--- config.mk ---
export PLATFORM = sky130hd
export DESIGN_NAME = jk_bank_ctrl_flat
export DESIGN_NICKNAME = d
export VERILOG_FILES = /design/src/rtl/jk_bank_pkg.sv /design/src/rtl/jk_bank_if.sv /design/src/rtl/jk_cell.sv /design/src/rtl/jk_bank_ctrl.sv /design/src/flat_wrapper.sv
export SDC_FILE = /design/constraint.sdc
export NUM_CORES = 1
export LEC_CHECK = 0
export BUFFER_PORTS_ARGS = -buffer_cell sky130_fd_sc_hd__buf_2
export CORE_ASPECT_RATIO = 2
export CORE_MARGIN = 2
export CORE_UTILIZATION = 45
export DETAILED_ROUTE_END_ITERATION = 12
export GPL_TIMING_DRIVEN = 0
export PLACE_DENSITY = 0.79
export SLEW_MARGIN = 10
export SYNTH_ARGS = -nofsm -noshare
export SYNTH_HDL_FRONTEND = slang
export SYNTH_SLANG_ARGS = --single-unit
--- constraint.sdc ---
create_clock -name clk -period 1.59 [get_ports clk]
set_input_delay 0.318 -clock clk [delete_from_list [all_inputs] [get_ports clk]]
set_output_delay 0.318 -clock clk [all_outputs]
set_load 0.05 [all_outputs]
--- src/rtl/jk_bank_pkg.sv ---
// jk_bank_pkg: shared op/state encodings for the JK bank controller
package jk_bank_pkg;
    typedef enum logic [1:0] {
        OP_LOAD  = 2'b00,
        OP_CLEAR = 2'b01,
        OP_COUNT = 2'b10,
        OP_SHIFT = 2'b11
    } op_e;
    typedef enum logic [1:0] {
        ST_IDLE = 2'b00,
        ST_RUN  = 2'b01,
        ST_DONE = 2'b10
    } state_e;
    localparam int DEF_WIDTH = 4;
    localparam int DEF_LEN_W = 8;
endpackage

--- src/rtl/jk_bank_if.sv ---
// jk_bank_if: command valid/ready bus into the JK bank controller
//   cmd_valid/cmd_op/cmd_data/cmd_len : host -> controller
//   cmd_ready                         : controller -> host
interface jk_bank_if #(
    parameter int WIDTH = 4,
    parameter int LEN_W = 8
) ();
    logic             cmd_valid;
    logic             cmd_ready;
    logic [1:0]       cmd_op;
    logic [WIDTH-1:0] cmd_data;
    logic [LEN_W-1:0] cmd_len;
    modport master (output cmd_valid, cmd_op, cmd_data, cmd_len, input cmd_ready);
    modport slave  (input cmd_valid, cmd_op, cmd_data, cmd_len, output cmd_ready);
endinterface

--- src/rtl/jk_cell.sv ---
// jk_cell: single JK flip-flop (00 hold, 01 reset, 10 set, 11 toggle)
//   clk, rst (sync active-high) ; j_i, k_i : JK inputs ; q_o : flop state
module jk_cell (
    input  logic clk,
    input  logic rst,
    input  logic j_i,
    input  logic k_i,
    output logic q_o
);
    logic q_q;
    always_ff @(posedge clk)
        if (rst) q_q <= 1'b0;
        else     q_q <= j_i && k_i ? ~q_q : j_i ? 1'b1 : k_i ? 1'b0 : q_q;
    assign q_o = q_q;
endmodule

--- src/rtl/jk_bank_ctrl.sv ---
// jk_bank_ctrl: command sequencer driving J/K of a WIDTH-bit JK flop bank
//   clk, rst      : clock, sync active-high reset
//   cmd (slave)   : valid/ready command bus (op, data, len)
//   pause         : freezes RUN, present only when JK_PAUSE_EN is defined
//   busy, done, q : RUN flag, one-cycle completion pulse, bank state
module jk_bank_ctrl
    import jk_bank_pkg::*;
#(
    parameter int WIDTH = DEF_WIDTH,
    parameter int LEN_W = DEF_LEN_W
) (
    input  logic             clk,
    input  logic             rst,
    jk_bank_if.slave         cmd,
`ifdef JK_PAUSE_EN
    input  logic             pause,
`endif
    output logic             busy,
    output logic             done,
    output logic [WIDTH-1:0] q
);
    state_e           state_q;
    op_e              op_q;
    logic [WIDTH-1:0] data_q, j, k, tog, sh;
    logic [LEN_W-1:0] cnt_q, len_d;
    logic             ready_q, busy_q, done_q, adv;
`ifdef JK_PAUSE_EN
    assign adv = state_q == ST_RUN && !pause;
`else
    assign adv = state_q == ST_RUN;
`endif
    // LOAD/CLEAR (op[1]=0) are always a single step
    assign len_d = cmd.cmd_op[1] ? cmd.cmd_len : LEN_W'(1);
    assign tog[0] = 1'b1;
    for (genvar i = 1; i < WIDTH; i++) begin : g_tog
        assign tog[i] = &q[i-1:0];
    end
    assign sh = {q[WIDTH-2:0], data_q[0]};
    assign j = !adv ? '0 : op_q == OP_LOAD ? data_q  : op_q == OP_CLEAR ? '0 : op_q == OP_COUNT ? tog : sh;
    assign k = !adv ? '0 : op_q == OP_LOAD ? ~data_q : op_q == OP_CLEAR ? '1 : op_q == OP_COUNT ? tog : ~sh;
    for (genvar i = 0; i < WIDTH; i++) begin : g_cell
        jk_cell u_cell (.clk(clk), .rst(rst), .j_i(j[i]), .k_i(k[i]), .q_o(q[i]));
    end
    always_ff @(posedge clk)
        if (rst) begin
            state_q <= ST_IDLE;
            op_q    <= OP_LOAD;
            data_q  <= '0;
            cnt_q   <= '0;
            ready_q <= 1'b0;
            busy_q  <= 1'b0;
            done_q  <= 1'b0;
        end else begin
            case (state_q)
                ST_IDLE: begin
                    ready_q <= 1'b1;
                    if (ready_q && cmd.cmd_valid) begin
                        op_q    <= op_e'(cmd.cmd_op);
                        data_q  <= cmd.cmd_data;
                        cnt_q   <= len_d;
                        ready_q <= 1'b0;
                        // zero-length commands skip RUN and never raise busy
                        state_q <= len_d == '0 ? ST_DONE : ST_RUN;
                        busy_q  <= len_d != '0;
                        done_q  <= len_d == '0;
                    end
                end
                ST_RUN:
                    if (adv) begin
                        cnt_q <= cnt_q - LEN_W'(1);
                        if (cnt_q == LEN_W'(1)) begin
                            state_q <= ST_DONE;
                            busy_q  <= 1'b0;
                            done_q  <= 1'b1;
                        end
                    end
                ST_DONE: begin
                    state_q <= ST_IDLE;
                    done_q  <= 1'b0;
                    ready_q <= 1'b1;
                end
                default: state_q <= ST_IDLE;
            endcase
        end
    assign cmd.cmd_ready = ready_q;
    assign busy = busy_q;
    assign done = done_q;
endmodule

--- src/flat_wrapper.sv ---
// flat-port wrapper written by rule: the top's interface ports become plain ports
module jk_bank_ctrl_flat import jk_bank_pkg::*;
#(
    parameter int WIDTH = DEF_WIDTH,
    parameter int LEN_W = DEF_LEN_W
)
  (clk, rst, busy, done, q, cmd_cmd_valid, cmd_cmd_op, cmd_cmd_data, cmd_cmd_len, cmd_cmd_ready);
  jk_bank_if #(.WIDTH(WIDTH), .LEN_W(LEN_W)) cmd_i ();
  input  logic clk;
  input  logic rst;
  output logic busy;
  output logic done;
  output logic [WIDTH-1:0] q;
  input wire logic [$bits(cmd_i.cmd_valid)-1:0] cmd_cmd_valid;
  input wire logic [$bits(cmd_i.cmd_op)-1:0] cmd_cmd_op;
  input wire logic [$bits(cmd_i.cmd_data)-1:0] cmd_cmd_data;
  input wire logic [$bits(cmd_i.cmd_len)-1:0] cmd_cmd_len;
  output wire logic [$bits(cmd_i.cmd_ready)-1:0] cmd_cmd_ready;
  assign cmd_i.cmd_valid = cmd_cmd_valid;
  assign cmd_i.cmd_op = cmd_cmd_op;
  assign cmd_i.cmd_data = cmd_cmd_data;
  assign cmd_i.cmd_len = cmd_cmd_len;
  assign cmd_cmd_ready = cmd_i.cmd_ready;
  jk_bank_ctrl #(.WIDTH(WIDTH), .LEN_W(LEN_W)) u_core (.clk(clk), .rst(rst), .cmd(cmd_i), .busy(busy), .done(done), .q(q));
endmodule
==> flow_metrics.env, run 1 <==
export IMPL_fmax_ghz=0.611
export IMPL_start_kind="flop"
export IMPL_synthTopCellsByArea="dfxtp_1, a21oi_1, nand2_1"
export IMPL_vdd_drop_max_mv=0.752
export IMPL_synth_top_area_cell="dfxtp_1"
export IMPL_synth_cell_types=37
export IMPL_placed_area_um2=1500
export IMPL_routabilityCongestion=0.872
export IMPL_synth_area_per_cell_um2=7.69
export IMPL_initial_utilization_pct=46.3
export IMPL_std_cell_rows=28
export IMPL_ys_seq_elements=23
export IMPL_maxSlewViolCount=0
export IMPL_remaining_drc_errors=0
export IMPL_status="finished, violations left"
export IMPL_drtAntennaViolNets=0
export IMPL_finalPower_mw=2.43
export IMPL_final_area_um2=1680
export IMPL_dpl_hpwl_um=2560
export IMPL_pre_cts_slack_ns=-0.394
export IMPL_power_density_nw_per_um2=1450
export IMPL_fp_coreArea_um2=2910
export IMPL_ys_warn_count=0
export IMPL_nets=228
export IMPL_grt_pass1_wl_um=5950
export IMPL_netlist_area_um2=1350
export IMPL_num_vias=1383
export IMPL_violations="setup timing"
export IMPL_rsz0062_at_grt="true"
export IMPL_whs_ns=0.275
export IMPL_antenna_found_initial=0
export IMPL_cts_hold_buf=0
export IMPL_initialDrtViolationCount=40
export IMPL_clock_root_buffer="clkbuf_8"
export IMPL_drv_cap=0
export IMPL_die_w_um=42.7
export IMPL_final_setup_worst_slack_ns=-0.0460
export IMPL_syn_num_nets=198
export IMPL_clkLatencyLatePin_ns=0.27
export IMPL_wire_per_inst_um=15.2
export IMPL_wl_um=3560
export IMPL_syn_inst=175
export IMPL_antennaDiodeCount=0
export IMPL_synth_seq_area_share_pct=34.2
export IMPL_dieArea_um2=3470
export IMPL_skew_ns=0.00371
export IMPL_grt_max_degree=14
export IMPL_portBuffers=23
export IMPL_end_kind="flop"
export IMPL_cts_made_buffers=3
export IMPL_utilization_pct=57.7
export IMPL_cts_clk_slew_worst_paths_ns=0.08
export IMPL_critPathKind="flop to flop"
export IMPL_pin_count=24
export IMPL_setup_viol=1
export IMPL_grt_pass1_vias=1375
export IMPL_cts_sinks=23
export IMPL_cp_arrival_ns=1.84
export IMPL_grt_use_total_pct=22.2
export IMPL_worst_slew_pin_slew_ns=0.580
export IMPL_grt_overflow=0
export IMPL_viasPerCell=5.91
export IMPL_required_ns=1.79
export IMPL_layout_common_cells="buf_2, a21oi_1, nand2_1, dfxtp_1, o21ai_0"
export IMPL_maxSlewHeadroom_pct=61.3
export IMPL_cts_max_level=1
export IMPL_area_delta_synth_final_pct=24.7
export IMPL_n_fill_cell=278
export IMPL_die_y_um=81.3
export IMPL_cts_path_max_buffers=2
export IMPL_fin_crit_sh_pct=103
export IMPL_firstDrtPassIters=4
export IMPL_tritoncts="done"
export IMPL_period_needed_ns=1.64
export IMPL_synthDominantCellAreaShare_pct=34.2
export IMPL_min_path_type="primary input to flop"
export IMPL_total_leakage_power_nw=0.660
export IMPL_cp_max_fo=6
export IMPL_drive_above_1_share_pct=30.4
export IMPL_hold_violations=0
## worst max-delay path: stages, from the launching register on
cell     delay [ns]
dfxtp_4        0.38
nor3_4         0.34
a31oi_4        0.18
or4b_1         0.54
a21oi_2        0.13
## registers in the layout, indices dropped and copies added (netlist names)
name,count
u_core.busy,1
u_core.cmd.cmd_ready,1
u_core.cnt_q,8
u_core.data_q,4
u_core.done,1
u_core.g_cell.u_cell.q_o,4
u_core.op_q,2
u_core.state_q,2
## Yosys cell counts
library cell and n:
a32oi_1 1, nor3_1 5, and4_1 2, nand2b_1 3, or4b_1 1, a31oi_1 4, and3_2 1, and3_1 3
o21ai_0 12, a32o_1 3, o31ai_1 2, nor3_2 1, o2bb2ai_1 1, buf_4 4, mux2i_1 1, a211oi_1 4
nor4_1 1, a21oi_1 27, a21boi_0 1, o211ai_1 1, inv_1 9, nand3_1 1, a221oi_1 3, nor2b_1 1
clkbuf_1 11, dfxtp_1 23, o41ai_2 1, or2_2 1, nor2_1 8, ha_1 6, nand4_1 1, xor2_1 1
o22a_1 1, a21o_1 3, or3_1 3, nand2_1 23, or4_4 1
## cell families (layout without fill, tap and decap cells)
group | Yosys count | count (layout) | share of synthesized area (%)
multiplexers | 1 | 1 | 0.744
XOR/XNOR | 1 | 1 | 0.651
adder cells (fa/ha/maj) | 6 | 6 | 5.58
flip-flops | 23 | 23 | 34.2
AND/OR/NAND/NOR | 56 | 56 | 21.1
buffers and inverters | 24 | 53 | 7.81
AO/OA/AOI/OAI | 64 | 64 | 29.9
## metal layers
metal	up-vias	track usage, %	share of wire, %
li1	684	-	-
met1	642	23.1	38
met5	-	0	0
met4	0	13.1	3.2
met2	44	40.6	55
met3	13	3.33	3.7
## per-stage QoR
step / setup TNS, ns / instances
floorplan: -0.0878 / 175
global placement: -4.33 / 228
detailed placement: -4.50 / 228
CTS: -0.0233 / 232
global route: -0.126 / 234
finish: -0.0460 / 234
## final timing paths
kind | cells past startpoint | to | from | slack (ns)
hold reg to reg | 2 | u_core.data_q[1] | u_core.data_q[1] | 0.46
setup reg to reg | 4 | u_core.done | u_core.cnt_q[2] | -0.05
hold / removal | 2 | u_core.state_q[1] | rst | 0.28
setup / recovery | 4 | u_core.done | u_core.cnt_q[2] | -0.05
## cell type report
class,instances,area [µm²],area share (%)
multi-input combinational,128,866,51.6
sequential,23,473,28.2
timing repair buffer,27,143,8.50
buffer,13,73.8,4.40
clock buffer,3,41.3,2.46
inverter,9,38.8,2.31
tap,30,37.5,2.24
clock inverter,1,5.00,0.298
## where the power goes
part	leakage, nW	internal (mW)	switching, mW
Combinational	0.445	0.499	0.754
Sequential	0.189	0.703	0.111
Clock	0.0255	0.175	0.193
## what timing repair did
action | 4_1_cts | 5_1_grt
pin swaps | 1 | 3
resized for setup | 19 | 19
gates cloned | 0 | 1
buffers inserted | 2 | 1
endpoints found under the setup margin | 17 | 10
Power figures use the tool's default switching activity.
==> run 2, diff against run 1 <==
CORE_UTILIZATION = 49   (was 45)
PLACE_DENSITY = 0.84   (was 0.79)
==> run 2 against run 1 <==
Against the previous run:
- the run still ends with setup timing left
- via count up 8.3%
- largest cell class unchanged
- die area decreased by 7.6%
- final cell count rose by 0.85%
- critical path depth is 1 higher
- non-clock buffer count increased by 4
- clock skew grew 0.0010 ns
- highest routed layer unchanged
==> flow_metrics.env, run 2 (same netlist as run 1, synthesis figures left out) <==
export IMPL_finalPower_mw=2.51
export IMPL_grt_pass1_wl_um=6150
export IMPL_fp_coreArea_um2=2570
export IMPL_final_area_um2=1710
export IMPL_wl_um=4020
export IMPL_critPathKind="flop to flop"
export IMPL_placed_area_um2=1500
export IMPL_rsz0062_at_grt="true"
export IMPL_top_register="u_core.cnt_q"
export IMPL_hold_violations=0
export IMPL_clkLatencyLatePin_ns=0.27
export IMPL_multiInputGateArea_um2=862
export IMPL_cts_path_max_buffers=2
export IMPL_n_fill_cell=227
export IMPL_num_vias=1498
export IMPL_nets=232
export IMPL_grt_max_degree=14
export IMPL_initial_utilization_pct=52.3
export IMPL_final_common_cell="a21oi_1"
export IMPL_remaining_drc_errors=0
export IMPL_firstDrtPassIters=7
export IMPL_period_needed_ns=1.68
export IMPL_vdd_drop_max_mv=0.882
export IMPL_layout_common_cells="a21oi_1, nand2_1, buf_2, dfxtp_1, buf_4"
export IMPL_routabilityCongestion=0.839
export IMPL_die_w_um=41.0
export IMPL_drtAntennaViolNets=0
export IMPL_fin_crit_sh_pct=106
export IMPL_largest_reg_flops=8
export IMPL_cp_arrival_ns=1.89
export IMPL_power_density_nw_per_um2=1470
export IMPL_status="finished, violations left"
export IMPL_regArea_um2=470
export IMPL_std_cell_rows=26
export IMPL_initialDrtViolationCount=80
export IMPL_antenna_found_initial=0
export IMPL_worst_slew_pin_slew_ns=0.538
export IMPL_cts_made_buffers=3
export IMPL_area_delta_synth_final_pct=27.4
export IMPL_die_y_um=78.1
export IMPL_cts_clk_slew_worst_paths_ns=0.09
export IMPL_tritoncts="done"
export IMPL_antennaDiodeCount=0
export IMPL_wire_per_inst_um=17.0
export IMPL_min_path_type="primary input to flop"
export IMPL_pin_count=24
export IMPL_cts_sinks=23
export IMPL_skew_ns=0.00473
export IMPL_cts_hold_buf=0
export IMPL_dieArea_um2=3210
export IMPL_violations="setup timing"
export IMPL_final_cells=236
export IMPL_setup_viol=1
export IMPL_utilization_pct=66.7
export IMPL_dpl_hpwl_um=2630
export IMPL_maxSlewHeadroom_pct=64.2
export IMPL_start_kind="flop"
export IMPL_viasPerCell=6.35
export IMPL_total_leakage_power_nw=0.701
export IMPL_grt_overflow=0
export IMPL_cts_max_level=1
export IMPL_end_kind="flop"
export IMPL_drv_cap=0
export IMPL_portBuffers=23
export IMPL_cp_max_fo=3
export IMPL_maxSlewViolCount=0
export IMPL_grt_use_total_pct=27.6
export IMPL_whs_ns=0.275
export IMPL_grt_pass1_vias=1370
export IMPL_fmax_ghz=0.594
export IMPL_drive_above_1_share_pct=31.3
export IMPL_clock_root_buffer="clkbuf_8"
export IMPL_place_inst=226
export IMPL_final_setup_worst_slack_ns=-0.0925
export IMPL_required_ns=1.80
run 2: critical path, stage by stage, from the launching register on:
cell and delay (ns):
dfxtp_4 0.36, inv_2 0.05, ha_4 0.24, o41ai_4 0.35, or4b_4 0.50, a21oi_2 0.12
run 2: metrics by stage:
stage	setup WS, ns	TNS (ns)
floorplan	-0.0601	-0.0878
global placement	-0.387	-3.93
detailed placement	-0.378	-4.60
CTS	-0.141	-0.141
global route	-0.151	-0.178
finish	-0.0925	-0.0925
run 2: final timing paths:
check        slack [ns]              start  cells after the start          endpoint
max reg2reg       -0.09  u_core.state_q[0]                      5       u_core.done
min reg2reg        0.48   u_core.data_q[2]                      2  u_core.data_q[2]
max               -0.09  u_core.state_q[0]                      5       u_core.done
min                0.27    cmd_cmd_data[1]                      3  u_core.data_q[1]
run 2: final cells by class:
| type | count | area share (%) |
|---|---|---|
| Sequential cell | 23 | 27.4 |
| Inverter | 9 | 2.26 |
| Clock inverter | 1 | 0.292 |
| Buffer | 13 | 4.45 |
| Tap cell | 28 | 2.04 |
| Multi-Input combinational cell | 128 | 50.3 |
| Clock buffer | 3 | 2.41 |
| Timing Repair Buffer | 31 | 10.8 |
run 2: power breakdown:
group	internal (mW)	leakage, nW	switching, mW	total, mW
sequential	0.700	0.189	0.122	0.822
clock	0.176	0.0255	0.201	0.376
combinational	0.526	0.486	0.790	1.32
total	1.40	0.701	1.11	2.51
run 2: repair_timing:
item	4_1_cts	5_1_grt
pin swaps	4	2
gates cloned	1	0
gates resized for setup	21	17
setup buffers	5	2
endpoints found under the setup margin	17	12
run 2: per-layer routing:
metal | share of wire, % | vias to the layer above | routed length (µm) | global-route usage [%]
met5 | 0 | - | 0 | 0
met2 | 53 | 82 | 2140 | 45.2
met1 | 34 | 692 | 1370 | 28.3
met4 | 7.3 | 0 | 293 | 19.7
met3 | 5.3 | 29 | 213 | 5.08
li1 | - | 695 | - | -
==> run 3, diff against run 2 <==
CTS_BUF_LIST = sky130_fd_sc_hd__clkbuf_16   (was not set)
==> run 3 against run 2 <==
Against the previous run:
- the flow still finishes with violations (setup timing)
- first-iteration DRC count shrank 19%
- largest cell class unchanged
- via count shrank 0.20%
- sequential cell count is the same
- hold slack gained 0.018 ns
- combinational power is essentially flat
- final cell count is the same
- clock power grew 47%
- wire length shrank 1.0%
==> flow_metrics.env, run 3 (same netlist as run 1, synthesis figures left out) <==
export IMPL_clock_root_buffer="clkbuf_16"
export IMPL_vdd_drop_max_mv=0.899
export IMPL_antenna_found_initial=0
export IMPL_cts_clk_slew_worst_paths_ns=0.06
export IMPL_initialDrtViolationCount=65
export IMPL_cp_arrival_ns=1.88
export IMPL_maxSlewViolCount=0
export IMPL_required_ns=1.78
export IMPL_wl_um=3980
export IMPL_final_area_um2=1750
export IMPL_clkLatencyLatePin_ns=0.26
export IMPL_start_kind="flop"
export IMPL_largest_reg_flops=8
export IMPL_routabilityCongestion=0.839
export IMPL_violations="setup timing"
export IMPL_final_setup_worst_slack_ns=-0.0962
export IMPL_status="finished, violations left"
export IMPL_portBuffers=23
export IMPL_end_kind="flop"
export IMPL_std_cell_rows=26
export IMPL_viasPerCell=6.33
export IMPL_finalPower_mw=2.69
export IMPL_cts_max_level=1
export IMPL_grt_max_degree=14
export IMPL_grt_overflow=0
export IMPL_layout_common_cells="a21oi_1, nand2_1, buf_2, dfxtp_1, buf_4"
export IMPL_pre_cts_slack_ns=-0.378
export IMPL_maxSlewHeadroom_pct=63.7
export IMPL_worst_slew_pin_slew_ns=0.545
export IMPL_rsz0062_at_grt="true"
export IMPL_skew_ns=0.00554
export IMPL_critPathKind="flop to flop"
export IMPL_antennaDiodeCount=0
export IMPL_num_vias=1495
export IMPL_drtAntennaViolNets=0
export IMPL_power_density_nw_per_um2=1540
export IMPL_hold_violations=0
export IMPL_fp_coreArea_um2=2570
export IMPL_final_common_cell="a21oi_1"
export IMPL_top_register="u_core.cnt_q"
export IMPL_place_inst=226
export IMPL_dieArea_um2=3210
export IMPL_cts_made_buffers=3
export IMPL_fmax_ghz=0.593
export IMPL_min_path_type="primary input to flop"
export IMPL_total_leakage_power_nw=0.716
export IMPL_setup_viol=1
export IMPL_final_cells=236
export IMPL_grt_pass1_vias=1396
export IMPL_nets=232
export IMPL_area_delta_synth_final_pct=29.9
export IMPL_grt_use_total_pct=26.7
export IMPL_drv_cap=0
export IMPL_die_w_um=41.0
export IMPL_tritoncts="done"
export IMPL_cts_path_max_buffers=2
export IMPL_placed_area_um2=1500
export IMPL_cp_max_fo=3
export IMPL_period_needed_ns=1.69
export IMPL_remaining_drc_errors=0
export IMPL_wire_per_inst_um=16.9
export IMPL_dpl_hpwl_um=2630
export IMPL_pin_count=24
export IMPL_die_y_um=78.1
export IMPL_drive_above_1_share_pct=30.3
export IMPL_n_fill_cell=222
export IMPL_grt_pass1_wl_um=6130
export IMPL_initial_utilization_pct=52.3
export IMPL_cts_sinks=23
export IMPL_fin_crit_sh_pct=106
export IMPL_firstDrtPassIters=5
==> run 3: final timing paths <==
kind / startpoint / end / slack, ns / depth (start not counted)
max: u_core.state_q[1] / u_core.done / -0.1 / 5
min: cmd_cmd_data[1] / u_core.data_q[1] / 0.29 / 3
max reg2reg: u_core.state_q[1] / u_core.done / -0.1 / 5
min reg2reg: u_core.data_q[2] / u_core.data_q[2] / 0.47 / 2
==> run 3: critical path, stage by stage, from the launching register on <==
cell	delay, ns
dfxtp_4	0.36
inv_4	0.08
ha_4	0.21
o41ai_4	0.36
or4b_4	0.50
a21oi_2	0.12
==> run 3: cell type report <==
cell class / instances / area (µm²) / area share [%]
buffer: 13 / 73.8 / 4.23
sequential: 23 / 469 / 26.9
clock buffer: 3 / 75.1 / 4.30
inverter: 9 / 38.8 / 2.22
tap: 28 / 35.0 / 2.01
multi-input combinational: 128 / 862 / 49.4
clock inverter: 1 / 5.00 / 0.287
timing repair buffer: 31 / 188 / 10.7
==> run 3: where the power goes <==
part / total [mW] / switching, mW / internal [mW]
combinational: 1.32 / 0.796 / 0.521
sequential: 0.817 / 0.118 / 0.699
clock: 0.551 / 0.213 / 0.339
==> run 3: through the flow <==
stage / hold WS, ns / setup TNS, ns / utilization (%)
after floorplan: 0.397 / -0.0878 / -
after CTS: 0.296 / -0.157 / 65.8
final: 0.293 / -0.0962 / 68.0
after detailed placement: 0.460 / -4.60 / 58.4
after global placement: 0.455 / -3.93 / 58.4
after global routing: 0.301 / -0.243 / 68.0
==> run 3: metal layers <==
layer	track usage [%]	up-vias	wire length, µm
li1	-	696	-
met1	30.3	703	1430
met2	43.0	77	2120
met3	3.67	19	220
met4	16.3	0	206
met5	0	-	0
==> run 3: repair_timing <==
| action | CTS | global route |
|---|---|---|
| buffers inserted | 4 | 3 |
| hold buffers | 0 | 0 |
| cloned | 1 | 0 |
| endpoints found under the setup margin | 18 | 12 |
| resized for setup | 21 | 13 |
| pin swaps | 4 | 4 |
